$ cat src/rtl/seq_pkg.sv
// Shared encodings and default widths for the serial
// pattern transmitter and its counters.
package seq_pkg;

  typedef enum logic [1:0] {
    ST_IDLE  = 2'b00,
    ST_SHIFT = 2'b01,
    ST_GAP   = 2'b10
  } state_t;

  localparam int DEF_MAX_LEN = 8;
  localparam int DEF_LEN_W   = 4;
  localparam int DEF_REP_W   = 4;
  localparam int DEF_GAP_W   = 4;

endpackage

$ cat src/rtl/seq_down_counter.sv
// Loadable down counter with a zero flag; load has
// priority over decrement.
module seq_down_counter #(
  parameter int W = 4
) (
  input  logic         clk,
  input  logic         reset,
  input  logic         load,
  input  logic         dec,
  input  logic [W-1:0] load_val,
  output logic [W-1:0] count,
  output logic         zero
);

  always_ff @(posedge clk) begin
    if (reset)
      count <= '0;
    else if (load)
      count <= load_val;
    else if (dec)
      count <= count - W'(1);
  end

  assign zero = (count == '0);

endmodule

$ cat src/rtl/serial_pattern_tx.sv
// Serial pattern transmitter: shifts a latched pattern
// MSB-first, repeating with optional idle gaps.
module serial_pattern_tx
  import seq_pkg::*;
#(
  parameter int MAX_LEN = DEF_MAX_LEN,
  parameter int LEN_W   = DEF_LEN_W,
  parameter int REP_W   = DEF_REP_W,
  parameter int GAP_W   = DEF_GAP_W
) (
  input  logic               clk,
  input  logic               reset,
  input  logic               start,
  input  logic [MAX_LEN-1:0] pattern,
  input  logic [LEN_W-1:0]   length,
  input  logic [REP_W-1:0]   repeat_cnt,
  input  logic [GAP_W-1:0]   gap,
  input  logic               abort,
  output logic               out_bit,
  output logic               out_valid,
  output logic               busy,
  output logic               done
);

  state_t state, state_nxt;

  logic [MAX_LEN-1:0] pat_q;
  logic [LEN_W-1:0]   len_m1_q;
  logic [GAP_W-1:0]   gap_q;
  logic [REP_W-1:0]   rep_q;

  logic [LEN_W-1:0] len_clamp;
  logic [LEN_W-1:0] idx, idx_val;
  logic [GAP_W-1:0] gcnt;
  logic idx_zero, gap_zero;
  logic idx_load, idx_dec;
  logic gap_load, gap_dec;
  logic accept, last_bit, more, gap_end;
  logic bit_d, valid_d, busy_d, done_d;

  assign len_clamp = (length > LEN_W'(MAX_LEN))
                   ? LEN_W'(MAX_LEN) : length;

  // Outputs trail the state by one edge, so a start is
  // only taken once the registered busy has dropped.
  assign accept   = (state == ST_IDLE) & ~busy & start
                  & (length != '0) & ~abort;
  assign last_bit = (state == ST_SHIFT) & idx_zero;
  assign more     = (rep_q != '0);
  assign gap_end  = (state == ST_GAP) & gap_zero;

  assign idx_load = accept | gap_end
                  | (last_bit & more & (gap_q == '0));
  assign idx_val  = accept ? len_clamp - LEN_W'(1) : len_m1_q;
  assign idx_dec  = (state == ST_SHIFT) & ~idx_zero;
  assign gap_load = last_bit & more & (gap_q != '0);
  assign gap_dec  = (state == ST_GAP) & ~gap_zero;

  seq_down_counter #(.W(LEN_W)) u_idx (
    .clk      (clk),
    .reset    (reset),
    .load     (idx_load),
    .dec      (idx_dec),
    .load_val (idx_val),
    .count    (idx),
    .zero     (idx_zero)
  );

  seq_down_counter #(.W(GAP_W)) u_gap (
    .clk      (clk),
    .reset    (reset),
    .load     (gap_load),
    .dec      (gap_dec),
    .load_val (gap_q - GAP_W'(1)),
    .count    (gcnt),
    .zero     (gap_zero)
  );

  always_ff @(posedge clk) begin
    if (reset) begin
      pat_q    <= '0;
      len_m1_q <= '0;
      gap_q    <= '0;
      rep_q    <= '0;
    end else if (accept) begin
      pat_q    <= pattern;
      len_m1_q <= len_clamp - LEN_W'(1);
      gap_q    <= gap;
      rep_q    <= repeat_cnt;
    end else if (last_bit & more) begin
      rep_q    <= rep_q - REP_W'(1);
    end
  end

  always_ff @(posedge clk) begin
    if (reset)
      state <= ST_IDLE;
    else
      state <= state_nxt;
  end

  always_comb begin
    state_nxt = state;
    unique case (state)
      ST_IDLE:
        if (accept) state_nxt = ST_SHIFT;
      ST_SHIFT:
        if (idx_zero) begin
          if (!more)
            state_nxt = ST_IDLE;
          else if (gap_q != '0)
            state_nxt = ST_GAP;
          else
            state_nxt = ST_SHIFT;
        end
      ST_GAP:
        if (gap_zero) state_nxt = ST_SHIFT;
      default:
        state_nxt = ST_IDLE;
    endcase
    if (abort) state_nxt = ST_IDLE;
  end

  always_comb begin
    valid_d = (state == ST_SHIFT);
    bit_d   = valid_d
            & |(pat_q & (MAX_LEN'(1) << idx));
    busy_d  = (state == ST_SHIFT) | (state == ST_GAP);
    done_d  = (state == ST_IDLE) & busy;
    if (abort) begin
      valid_d = 1'b0;
      bit_d   = 1'b0;
      busy_d  = 1'b0;
      done_d  = 1'b0;
    end
  end

  always_ff @(posedge clk) begin
    if (reset) begin
      out_bit   <= 1'b0;
      out_valid <= 1'b0;
      busy      <= 1'b0;
      done      <= 1'b0;
    end else begin
      out_bit   <= bit_d;
      out_valid <= valid_d;
      busy      <= busy_d;
      done      <= done_d;
    end
  end

  logic unused_gcnt;
  assign unused_gcnt = ^gcnt;

endmodule

$ cat config.mk
export PLATFORM = sky130hd
export DESIGN_NAME = serial_pattern_tx
export DESIGN_NICKNAME = d
export VERILOG_FILES = /design/src/rtl/seq_pkg.sv /design/src/rtl/seq_down_counter.sv /design/src/rtl/serial_pattern_tx.sv
export SDC_FILE = /design/constraint.sdc
export NUM_CORES = 1
export LEC_CHECK = 0
export BUFFER_PORTS_ARGS = -buffer_cell sky130_fd_sc_hd__buf_4
export CAP_MARGIN = 20
export CELL_PAD_IN_SITES_DETAIL_PLACEMENT = 1
export CELL_PAD_IN_SITES_GLOBAL_PLACEMENT = 2
export CORE_ASPECT_RATIO = 0.7
export CORE_MARGIN = 5
export CORE_UTILIZATION = 30
export CTS_CLUSTER_SIZE = 24
export DETAILED_ROUTE_END_ITERATION = 10
export PLACE_DENSITY_LB_ADDON = 0.1
export SETUP_SLACK_MARGIN = 0.02
export SLEW_MARGIN = 20
export SYNTH_ARGS = -nofsm -noshare
export SYNTH_HDL_FRONTEND = slang
export SYNTH_HIERARCHICAL = 1
export SYNTH_SLANG_ARGS = --single-unit
$ cat constraint.sdc
create_clock -name clk -period 1.8 [get_ports clk]
set_input_delay 0 -clock clk [delete_from_list [all_inputs] [get_ports clk]]
set_output_delay 0 -clock clk [all_outputs]
set_load 0.005 [all_outputs]
* Word-level counts from Yosys, hierarchy flattened
Cells that the tools add are included.
** Storage, ports and cells
- Register bits after elaboration :: 34
- Output and inout bits :: 4
** Cells by class
- Add/subtract/negate cells :: 5
- Order comparisons :: 1
- Eq/ne operators :: 5
- Shifts and indexed selects :: 1
- Multiplexer cells :: 14
- Bitwise logic cells :: 21
- Reduce and logical (&&, ||, !) cells :: 13
** Operator list (count)
- 4-bit two-way mux :: 8
- 4-bit by 1-bit subtractor with 4-bit output, second input constant :: 5
- 1-bit bitwise AND :: 13
- 4-bit logical NOT :: 3
- 4-bit nonzero test :: 3
- 2-bit two-way mux :: 5
- 8-bit bitwise AND :: 1
- 8-bit OR reduction :: 1
- 1-bit by 4-bit << shifter with 8-bit output, first input constant :: 1
- 2-bit inequality test, second input constant :: 3
- 2-bit one-hot mux with 3 select lines :: 1
- 2-bit nonzero test :: 3
- 4-bit greater-than comparator, second input constant :: 1
- 1-bit inverter :: 4
- 1-bit OR :: 3
- 3-bit AND reduction :: 1
- 2-bit by 1-bit equality test with 1-bit output, second input constant :: 1
- 2-bit equality test, second input constant :: 1
- 2-bit logical NOT :: 1
- 2-bit OR reduction :: 1

* Depth between registers and ports, before layout
Gate-level depths: netlist (run 1).
- Depth after elaboration :: 8
- Depth in mapped cells :: 10

* Hierarchy
Netlist (run 1), hierarchy kept.
** Modules (own cells, without submodules)
- serial_pattern_tx :: instances 1, cells an instance 151, area each 1295.0 µm², sequential area each 520.5 µm²
- seq_down_counter :: instances 2, cells an instance 26, area each 232.7 µm², sequential area each 80.1 µm²

* Worst setup path after synthesis (run 1)
OpenSTA, ideal clock, no wires.
- Path kind :: reg-to-reg
- Start point :: register u_idx.count[0]
- End point :: register u_gap.count[0]
- Library setup time :: 0.114 ns
- Data arrival time :: 1.767 ns
- Required time :: 1.686 ns
- Slack :: -0.082 ns
- Cell stages (with the launch flop) :: 9
- Path buffers :: 1
- Period minus slack after synthesis :: 1.882 ns
- Cell sequence :: dfxtp_1 -> inv_1 -> ha_1 -> nor3b_1 -> nand3_1 -> nor2_1 -> clkbuf_1 -> mux2i_1 -> nor2_1
** Between the ends
- Word-level cells in the longest chain between the ends :: 5
- Elaborated cells between the ends (all ways) :: 6
- Those cells by class :: mux: 1; bitwise: 3; reduce/logical: 2
** RTL lines
- start, declared :: RTL line seq_down_counter.sv:11 : output logic [W-1:0] count,
- start signal, assigned :: RTL line seq_down_counter.sv:19 : count <= load_val;
- start signal, assigned :: RTL line seq_down_counter.sv:21 : count <= count - W'(1);
- 4-bit logical NOT (*) :: RTL line seq_down_counter.sv:24 : assign zero = (count == '0);
- via idx_zero :: RTL line serial_pattern_tx.sv:35 : logic idx_zero, gap_zero;
- 1-bit bitwise AND (*) :: RTL line serial_pattern_tx.sv:48 : assign last_bit = (state == ST_SHIFT) & idx_zero;
- 1-bit bitwise AND (*) (2 in a row) :: RTL line serial_pattern_tx.sv:56 : assign gap_load = last_bit & more & (gap_q != '0);
- via gap_load :: RTL line serial_pattern_tx.sv:37 : logic gap_load, gap_dec;
- 4-bit two-way mux / 2-bit nonzero test (equally long branches)
- end signal, assigned :: RTL line seq_down_counter.sv:19
- end signal, assigned :: RTL line seq_down_counter.sv:21
- end, declared :: RTL line seq_down_counter.sv:11
Mark *: on every way through the listed nets, which the timed path passes. The rest lies on a longest branch.
A chain may end at the register's enable or synchronous reset.

* Worst setup path in the final report (run 1)
- Start point :: register state[0]
- End point :: register u_idx.count[0]
** Between the ends
- Elaborated cells between the ends (all ways) :: 17
- Those cells by class :: eq/ne: 2; mux: 2; bitwise: 11; reduce/logical: 2
** RTL lines
- start, declared :: RTL line serial_pattern_tx.sv:25 : state_t state, state_nxt;
- start signal, assigned :: RTL line serial_pattern_tx.sv:99 : state <= state_nxt;
- 2-bit logical NOT :: RTL line serial_pattern_tx.sv:46 : assign accept = (state == ST_IDLE) & ~busy & start
- 1-bit bitwise AND (2 in a row) :: RTL line serial_pattern_tx.sv:46
- 1-bit bitwise AND (2 in a row) :: RTL line serial_pattern_tx.sv:47 : & (length != '0) & ~abort;
- 4-bit two-way mux
- via idx_val[0] :: RTL line serial_pattern_tx.sv:33 : logic [LEN_W-1:0] idx, idx_val;
- 4-bit two-way mux :: RTL line seq_down_counter.sv:18 : else if (load)
The timed path passes the listed nets, and every way through them passes these cells.

==> results of run 1 <==
==> cells in the final DEF, fill, tap and decap left out, drive strengths merged, types with 2 or more instances in the layout <==
cell type / Yosys / routed
nor2: 12 / 12
nand3: 6 / 6
nor4b: 2 / 2
ha: 10 / 10
and2: 4 / 4
xor2: 6 / 6
mux4: 2 / 2
a211oi: 6 / 6
nor3: 4 / 4
inv: 16 / 16
nor3b: 5 / 5
nor2b: 5 / 5
o21a: 4 / 4
or4: 3 / 3
dfxtp: 34 / 34
a21oi: 21 / 21
nand2: 34 / 34
buf: 4 / 49
dlygate4sd3: 0 / 13
clkbuf: 4 / 5
a211o: 2 / 2
clkinv: 0 / 2
mux2i: 6 / 6
xnor2: 4 / 4
==> power by group <==
part	internal (uW)	total (uW)	switching, uW	leakage, uW
clock network	260	538	279	0.0000438
logic	212	395	184	0.000701
registers	791	821	29.7	0.000277
total	1260	1750	492	0.00102
==> synth_stat cells, drive strengths merged, types with 2 or more instances <==
library cell and count:
a211o 2, a211oi 6, a21oi 21, and2 4, buf 4, clkbuf 4, dfxtp 34, ha 10
inv 16, mux2i 6, mux4 2, nand2 34, nand3 6, nor2 12, nor2b 5, nor3 4
nor3b 5, nor4b 2, o21a 4, or4 3, xnor2 4, xor2 6
==> path summary, 6_finish.rpt <==
kind | from | end | slack [ps] | cells after the start
worst min-delay path | repeat_cnt[3] | rep_q[3] | 30 | 3
worst min register to register | pat_q[6] | pat_q[6] | 460 | 2
worst max-delay path | state[0] | u_idx/count[0] | 90 | 9
worst max register to register | state[0] | u_idx/count[0] | 90 | 9
==> registers in the layout, indices dropped and copies added (netlist names) <==
signal and count:
pat_q 8, gap_q 4, len_m1_q 4, rep_q 4, u_gap/count 4, u_idx/count 4
state 2, busy 1, done 1, out_bit 1, out_valid 1
==> layer usage <==
layer,vias up,wire length (um),share of wire [%]
met4,0,46,0.97
met1,765,2280,48
met2,25,2210,47
met3,4,184,3.9
li1,807,-,-
met5,-,0,0
==> worst max-delay path, stage by stage, from the launching register on <==
cell	delay [ps]
dfxtp_2	330
inv_1	60
ha_1	210
and4bb_2	280
and2_4	190
buf_4	170
nor2_4	90
a21oi_1	50
mux2i_1	150
nor2_1	50
==> cells by family after synthesis <==
logic type      after synthesis  synth area share (%)
xor+xnor                     10                  4.97
flops                        34                  38.7
mux                           8                  5.97
simple gates                 83                  25.8
fa+ha+maj                    10                  7.11
buf+inv                      24                  5.76
compound gates               34                  11.7
==> through the flow <==
| step | power (uW) | utilization, % | setup slack [ps] | cells |
|---|---|---|---|---|
| after floorplan | 1020 | - | -6.51 | 203 |
| after global placement | 1170 | 38.4 | 51.4 | 317 |
| after detailed placement | 1180 | 38.4 | -47.0 | 317 |
| after CTS | 1750 | 42.4 | 21.7 | 338 |
| after global routing | 1850 | 43.3 | -2.66 | 339 |
| final | 1750 | 43.3 | 94.9 | 339 |
==> final cells by class <==
type / instances / area (um2)
Fill cell: 682 / 3230
Clock inverter: 2 / 10.0
Timing Repair Buffer: 62 / 514
Multi-Input combinational cell: 145 / 1040
Clock buffer: 5 / 68.8
Tap cell: 75 / 93.8
Sequential cell: 34 / 682
Inverter: 16 / 60.1
==> timing repair <==
action / CTS / global route
hold buffers: 13 / 0
resized for setup: 5 / 12
setup buffers: 1 / 1
pin swaps: 1 / 3
setup endpoints to repair: 6 / 11
cloned: 0 / 0
hold endpoints to repair: 13 / 0
==> flow_summary.toml, run 1 <==
[pwr]
p_leak_uw = 0.00102
ir_drop_mv = 0.243
power_density_nw_per_um2 = 711

[floorplanning]
dieWidth_um = 102
rows = 23
die_y_um = 74.1
core_area_um2 = 5700
io_pins = 28
start_util_pct = 30.9
dieArea_um2 = 7520

[placed_design]
gp_congestion = 0.759
hpwlAfterDp_um = 3660
portBuffers = 27
placed_cell_area_um2 = 2190

[sta]
fin_worst_skew_ps = 4.32
setup_tns_ps = 0
finalHoldViolCount = 0
rsz0062_at_grt = "true"
drv_slew = 0
whs_ps = 29.9
fin_crit_sh_pct = 94.7
slew_headroom_pct = 75.7
period_needed_ps = 1710
fmax_mhz = 586
tightest_slew_ps = 365
setup_viol = 0

[synthesis]
syn_nets = 237
netlist.area_leader.share_pct = 38.7
synth_cell_type_count = 33
synth-main-ff-cell = "dfxtp_1"
synthArstFlopShare_pct = 0
synth-edff-count = 0
yosysWarnings = 6
ys_seq_elements = 34
ys_seq_area_share_pct = 38.7
synth_cells = 203
yosys.area.top_type = "dfxtp_1"
syn_area_um2 = 1760
postSynthAreaPerCell_um2 = 8.67
synthTopCellsByArea = "dfxtp_1 39%, nand2_1 7.2%, ha_1 7.1%"

[grt]
met1_usage_pct = 18.0
grt_pass1_wl_um = 8150
grt_busiest_layer = "met2"
first_global_vias = 1692
grt_use_total_pct = 13.9
grtUsageMet3_pct = 3.19
use_met2_pct = 23.4
grt_overflow_total = 0
grt_max_degree = 34
grt_antenna_before_repair = 0

[setup_path]
cp.arrival_ps = 1870
crit_required_ps = 1960
critPathKind = "reg -> reg"
start_kind = "register"
critPathCaptureType = "register"
cp_max_fo = 8

[detailed_routing]
viasPerCell = 4.72
routedWlPerCell_um = 13.9
via_count = 1601
drt_pre_antenna_iters = 4
drtIter0Drc = 41
wl_um = 4720
drtAntennaViolNets = 0
drc_errors = 0

[outcome]
status = "finished clean"

[clock_network]
path_clk_slew_ps = 70
numCtsBuffers = 5
clock_latency_ps = 280
clock_sinks = 34
cts_tree = "done"
htreeDepth = 2
clockBufferDepth = 2
cts-root-buf = "clkbuf_8"

[final_layout]
nNetsFinal = 298
syn2layout_area_growth_pct = 40.2
fin_area_um2 = 2470
diodes = 0
drive_above_1_share_pct = 28.8

[flow_run]
cap_violations = 0

[worst_hold_path]
hold_path.class = "in -> reg"
No activity file was read; power rests on OpenSTA's default activity.
==> inputs of run 2 (changes only) <==
SYNTH_HIERARCHICAL = default   (was 1)
==> flow_summary.toml, run 2 <==
[grt]
met1_usage_pct = 21.9
use_met2_pct = 25.3
first_global_vias = 1842
grt_max_degree = 30
grt_use_total_pct = 15.9
grt_overflow_total = 0
grt_antenna_before_repair = 0
grt_pass1_wl_um = 9380
grt_busiest_layer = "met2"
grtUsageMet3_pct = 3.52

[synthesis]
synthTopCellsByCount = "34 x dfxtp_1, 31 x nand2_1, 23 x a21oi_1"
postSynthAreaPerCell_um2 = 8.77
synth-main-ff-cell = "dfxtp_1"
netlist.area_leader.share_pct = 37.3
yosysMostFrequentCell = "dfxtp_1"
ys_seq_elements = 34
synth_cell_type_count = 45
synth-edff-count = 0
synthTopCellsByArea = "dfxtp_1 37%, ha_1 8.2%, nand2_1 6.4%"
ys_seq_area_share_pct = 37.3
yosys.area.top_type = "dfxtp_1"
synth_cells = 208
syn_area_um2 = 1820
yosysWarnings = 0
syn_nets = 244
synthArstFlopShare_pct = 0

[floorplanning]
dieArea_um2 = 7770
io_pins = 28
start_util_pct = 31.4
rows = 23
core_area_um2 = 5810
dieWidth_um = 103
die_y_um = 75.2

[clock_network]
path_clk_slew_ps = 80
cts-root-buf = "clkbuf_8"
htreeDepth = 2
clock_sinks = 34
cts_tree = "done"
clockBufferDepth = 2
clock_latency_ps = 290
numCtsBuffers = 5

[pwr]
ir_drop_mv = 0.332
power_density_nw_per_um2 = 716
p_int_uw = 1350
p_clk_share_pct = 32.0
p_switching_uw = 571
seq_power_share_pct = 42.6
swShare_pct = 29.8
p_leak_uw = 0.00105
p_comb_share_pct = 25.3

[outcome]
status = "complete, but fails checks"
violations = "setup timing"

[detailed_routing]
drc_errors = 0
via_count = 1743
viasPerCell = 5.01
routedWlPerCell_um = 16.9
drt_pre_antenna_iters = 4
drtIter0Drc = 74
wl_um = 5880
drtAntennaViolNets = 0

[setup_path]
start_kind = "register"
cp.arrival_ps = 2170
crit_required_ps = 2020
cp_max_fo = 3
critPathCaptureType = "register"
critPathKind = "reg -> reg"

[placed_design]
portBuffers = 27
hpwlAfterDp_um = 4360
gp_congestion = 0.810
dp.cells = 323

[sta]
drv_slew = 0
setup_tns_ps = -465
finalHoldViolCount = 0
fin_crit_sh_pct = 109
period_needed_ps = 1960
fin_worst_skew_ps = 9.75
fmax_mhz = 510
slew_headroom_pct = 68.9
setup_viol = 5
rsz0062_at_grt = "true"
tightest_slew_ps = 465
fin_ws_ps = -159

[final_layout]
mostFrequentLayoutCell = "buf_4"
syn2layout_area_growth_pct = 46.7
regMostFlops = "pat_q"
largest_reg_flops = 8
drive_above_1_share_pct = 37.4
stdcell_count = 348
nNetsFinal = 308
mostFrequentLayoutCells = "48 x buf_4, 30 x nand2_1, 30 x dfxtp_1"
fillers = 666
diodes = 0

[flow_run]
cap_violations = 0

[worst_hold_path]
hold_path.class = "in -> reg"
-- run 2: changes by cell type after synthesis, sizes merged, moves of 4 or more --
cell | previous run | this run
a21boi | 0 | 4
a22oi | 0 | 4
inv | 16 | 9
nand4 | 1 | 5
nor2b | 5 | 0
nor4 | 0 | 4
o21a | 4 | 0
o21ai | 0 | 5
-- run 2: cell families (layout without fill, tap and decap cells) --
family / after synthesis / count (layout) / synth area share, %
fa+ha+maj: 12 / 12 / 8.23
flops: 34 / 34 / 37.3
simple gates: 81 / 81 / 24.8
compound gates: 51 / 51 / 19.5
xor+xnor: 6 / 6 / 2.88
buf+inv: 19 / 84 / 4.39
mux: 5 / 5 / 2.88
-- run 2: worst max-delay path, stage by stage, from the launching register on --
cell and delay, ps:
dfxtp_2 340, inv_2 60, ha_4 120, or3b_4 400, nand4_4 120, mux2i_1 220, ha_2 230, nor3b_2 190
o21ai_1 80, a21oi_1 140
-- run 2: stage by stage --
step | instance area (um2) | hold slack, ps | setup WS, ps | total power [uW] | utilization (%)
floorplan | 1880 | 129 | -133 | 1070 | -
global placement | 2300 | 244 | -95.2 | 1210 | 39.5
detailed placement | 2300 | 259 | -158 | 1230 | 39.5
CTS | 2570 | 6.66 | -158 | 1880 | 44.2
global route | 2680 | 31.0 | -277 | 2010 | 46.0
finish | 2680 | 12.0 | -159 | 1920 | 46.0
-- run 2: timing repair --
action / 4_1_cts / 5_1_grt
endpoints found under the setup margin: 8 / 17
pin swaps: 3 / 8
hold buffers: 14 / 1
hold endpoints to repair: 14 / 1
setup buffers: 1 / 1
resized for setup: 14 / 18
-- run 2: worst paths after layout --
| path | end | depth (start not counted) | slack, ps | start |
|---|---|---|---|---|
| worst max-delay path | u_gap.count[2] | 9 | -160 | rep_q[1] |
| worst min-delay path | rep_q[3] | 3 | 10 | repeat_cnt[3] |
| worst max register to register | u_gap.count[2] | 9 | -160 | rep_q[1] |
| worst min register to register | len_m1_q[3] | 2 | 450 | len_m1_q[3] |
-- run 2: power groups by stage --
stage | clock network (uW) | registers, uW | logic [uW]
after global placement | 0 | 831 | 383
after floorplan | 0 | 833 | 233
after CTS | 631 | 817 | 435
final | 614 | 817 | 486
after detailed placement | 0 | 834 | 396
after global routing | 664 | 822 | 526
-- run 2: routing by layer --
| layer | vias up | part of all wire, % | routed length (um) |
|---|---|---|---|
| met5 | - | 0 | 0 |
| met4 | 0 | 0.99 | 58 |
| met3 | 5 | 2.9 | 172 |
| met2 | 26 | 46 | 2680 |
| met1 | 839 | 50 | 2970 |
| li1 | 873 | - | - |
-- run 2: cell type report --
| type | count | area (um2) | area share [%] |
|---|---|---|---|
| timing repair buffer | 67 | 564 | 21.1 |
| clock inverter | 2 | 12.5 | 0.468 |
| multi-input combinational | 155 | 1200 | 45.0 |
| tap | 75 | 93.8 | 3.51 |
| inverter | 9 | 33.8 | 1.26 |
| clock buffer | 6 | 82.6 | 3.09 |
| sequential | 34 | 686 | 25.6 |
==> inputs of run 3 (changes only) <==
CORE_UTILIZATION = 34   (was 30)
clock period = 2.12 ns   (was 1.8 ns; I/O delays follow)
==> flow_summary.toml, run 3 (synthesis results as in run 2) <==
[outcome]
status = "finished clean"

[sta]
whs_ps = 18.5
fin_ws_ps = 112
fin_worst_skew_ps = 10.2
drv_slew = 0
rsz0062_at_grt = "true"
slew_headroom_pct = 59.4
setup_viol = 0
setup_tns_ps = 0
tightest_slew_ps = 604
fin_crit_sh_pct = 94.7
fmax_mhz = 498
period_needed_ps = 2010
finalHoldViolCount = 0

[worst_hold_path]
hold_path.class = "in -> reg"

[setup_path]
critPathCaptureType = "register"
path_buf_inv = 2
start_kind = "register"
crit_chain = "inv_1, ha_4, or3b_4, buf_4, and4_1, nor4b_1, a311oi_1"
path_delay_family = "simple AND/OR/NAND/NOR gates"
rrSetupSlack_ps = 110
crit_required_ps = 2270
cp.arrival_ps = 2160
critPathKind = "reg -> reg"
cp_max_fo = 8
cp_slowest_stage_delay_ps = 410
cp_slowest_cell = "nor4b_1"

[detailed_routing]
drtAntennaViolNets = 0
drt_pre_antenna_iters = 4
viasPerCell = 5.18
drc_errors = 0
drtIter0Drc = 39
via_count = 1698
wl_um = 5340
routedWlPerCell_um = 16.3

[clock_network]
path_clk_slew_ps = 80
clockBufferDepth = 2
cts-root-buf = "clkbuf_8"
cts_tree = "done"
clock_latency_ps = 290
htreeDepth = 2
clock_sinks = 34
numCtsBuffers = 5

[floorplanning]
rows = 22
dieArea_um2 = 6950
die_y_um = 71.3
dieWidth_um = 97.6
io_pins = 28
start_util_pct = 34.9
core_area_um2 = 5230

[final_layout]
drive_above_1_share_pct = 27.3
syn2layout_area_growth_pct = 32.9
stdcell_count = 328
mostFrequentLayoutCells = "37 x buf_4, 31 x nand2_1, 29 x dfxtp_1"
diodes = 0
regMostFlops = "pat_q"
largest_reg_flops = 8
fin_area_um2 = 2420
nNetsFinal = 291
mostFrequentLayoutCell = "buf_4"

[pwr]
p_leak_uw = 0.000937
power_density_nw_per_um2 = 634
ir_drop_mv = 0.362

[grt]
grt_antenna_before_repair = 0
first_global_vias = 1878
grt_max_degree = 30
grt_pass1_wl_um = 9030
grt_use_total_pct = 15.9
grt_overflow_total = 0

[placed_design]
placed_cell_area_um2 = 2120
pre_cts_slack_ps = 6.88
dp.cells = 304
portBuffers = 27
hpwlAfterDp_um = 3940
gp_congestion = 0.782

[flow_run]
cap_violations = 0
run 3: cell count changes in the layout (fill, tap and decap cells not counted), sizes merged:
cell	change
buf	-15
dlygate4sd3	-2
run 3: timing repair:
action,CTS,global route
resized for setup,4,15
pin swaps,2,6
setup endpoints to repair,2,7
buffers inserted,0,3
hold buffers,13,0
hold endpoints to repair,13,0
run 3: path summary, 6_finish.rpt:
path | to | start | cells after the start
max reg2reg | u_idx.count[1] | rep_q[0] | 7
min reg2reg | len_m1_q[3] | len_m1_q[3] | 2
max | u_idx.count[1] | rep_q[0] | 7
min | rep_q[3] | repeat_cnt[3] | 3
run 3: layer usage:
metal | global-route usage [%] | up-vias | wire length (um)
met5 | 0 | - | 0
met1 | 20.1 | 832 | 2500
met4 | 3.38 | 0 | 37
met2 | 28.0 | 19 | 2680
li1 | - | 843 | -
met3 | 3.50 | 4 | 129
run 3: final cells by class:
type,instances,area [um2]
Clock buffer,6,82.6
Clock inverter,2,12.5
Fill cell,620,2810
Inverter,9,33.8
Multi-Input combinational cell,155,1110
Sequential cell,34,689
Tap cell,72,90.1
Timing Repair Buffer,50,408
run 3: power by group:
part           switching, uW  internal (uW)  leakage [uW]
clock network            253            261     0.0000472
registers               30.6            671      0.000279
logic                    165            157      0.000611
total                    449           1090      0.000937
run 3: stage by stage:
step	utilization (%)	total power, uW
floorplan	-	879
global placement	40.6	973
detailed placement	40.6	989
CTS	45.1	1530
global route	46.4	1620
finish	46.4	1540
run 3: tightest hold or removal path: stages:
cell,delay (ps)
buf_4,110
nor2_1,90
a211oi_1,50
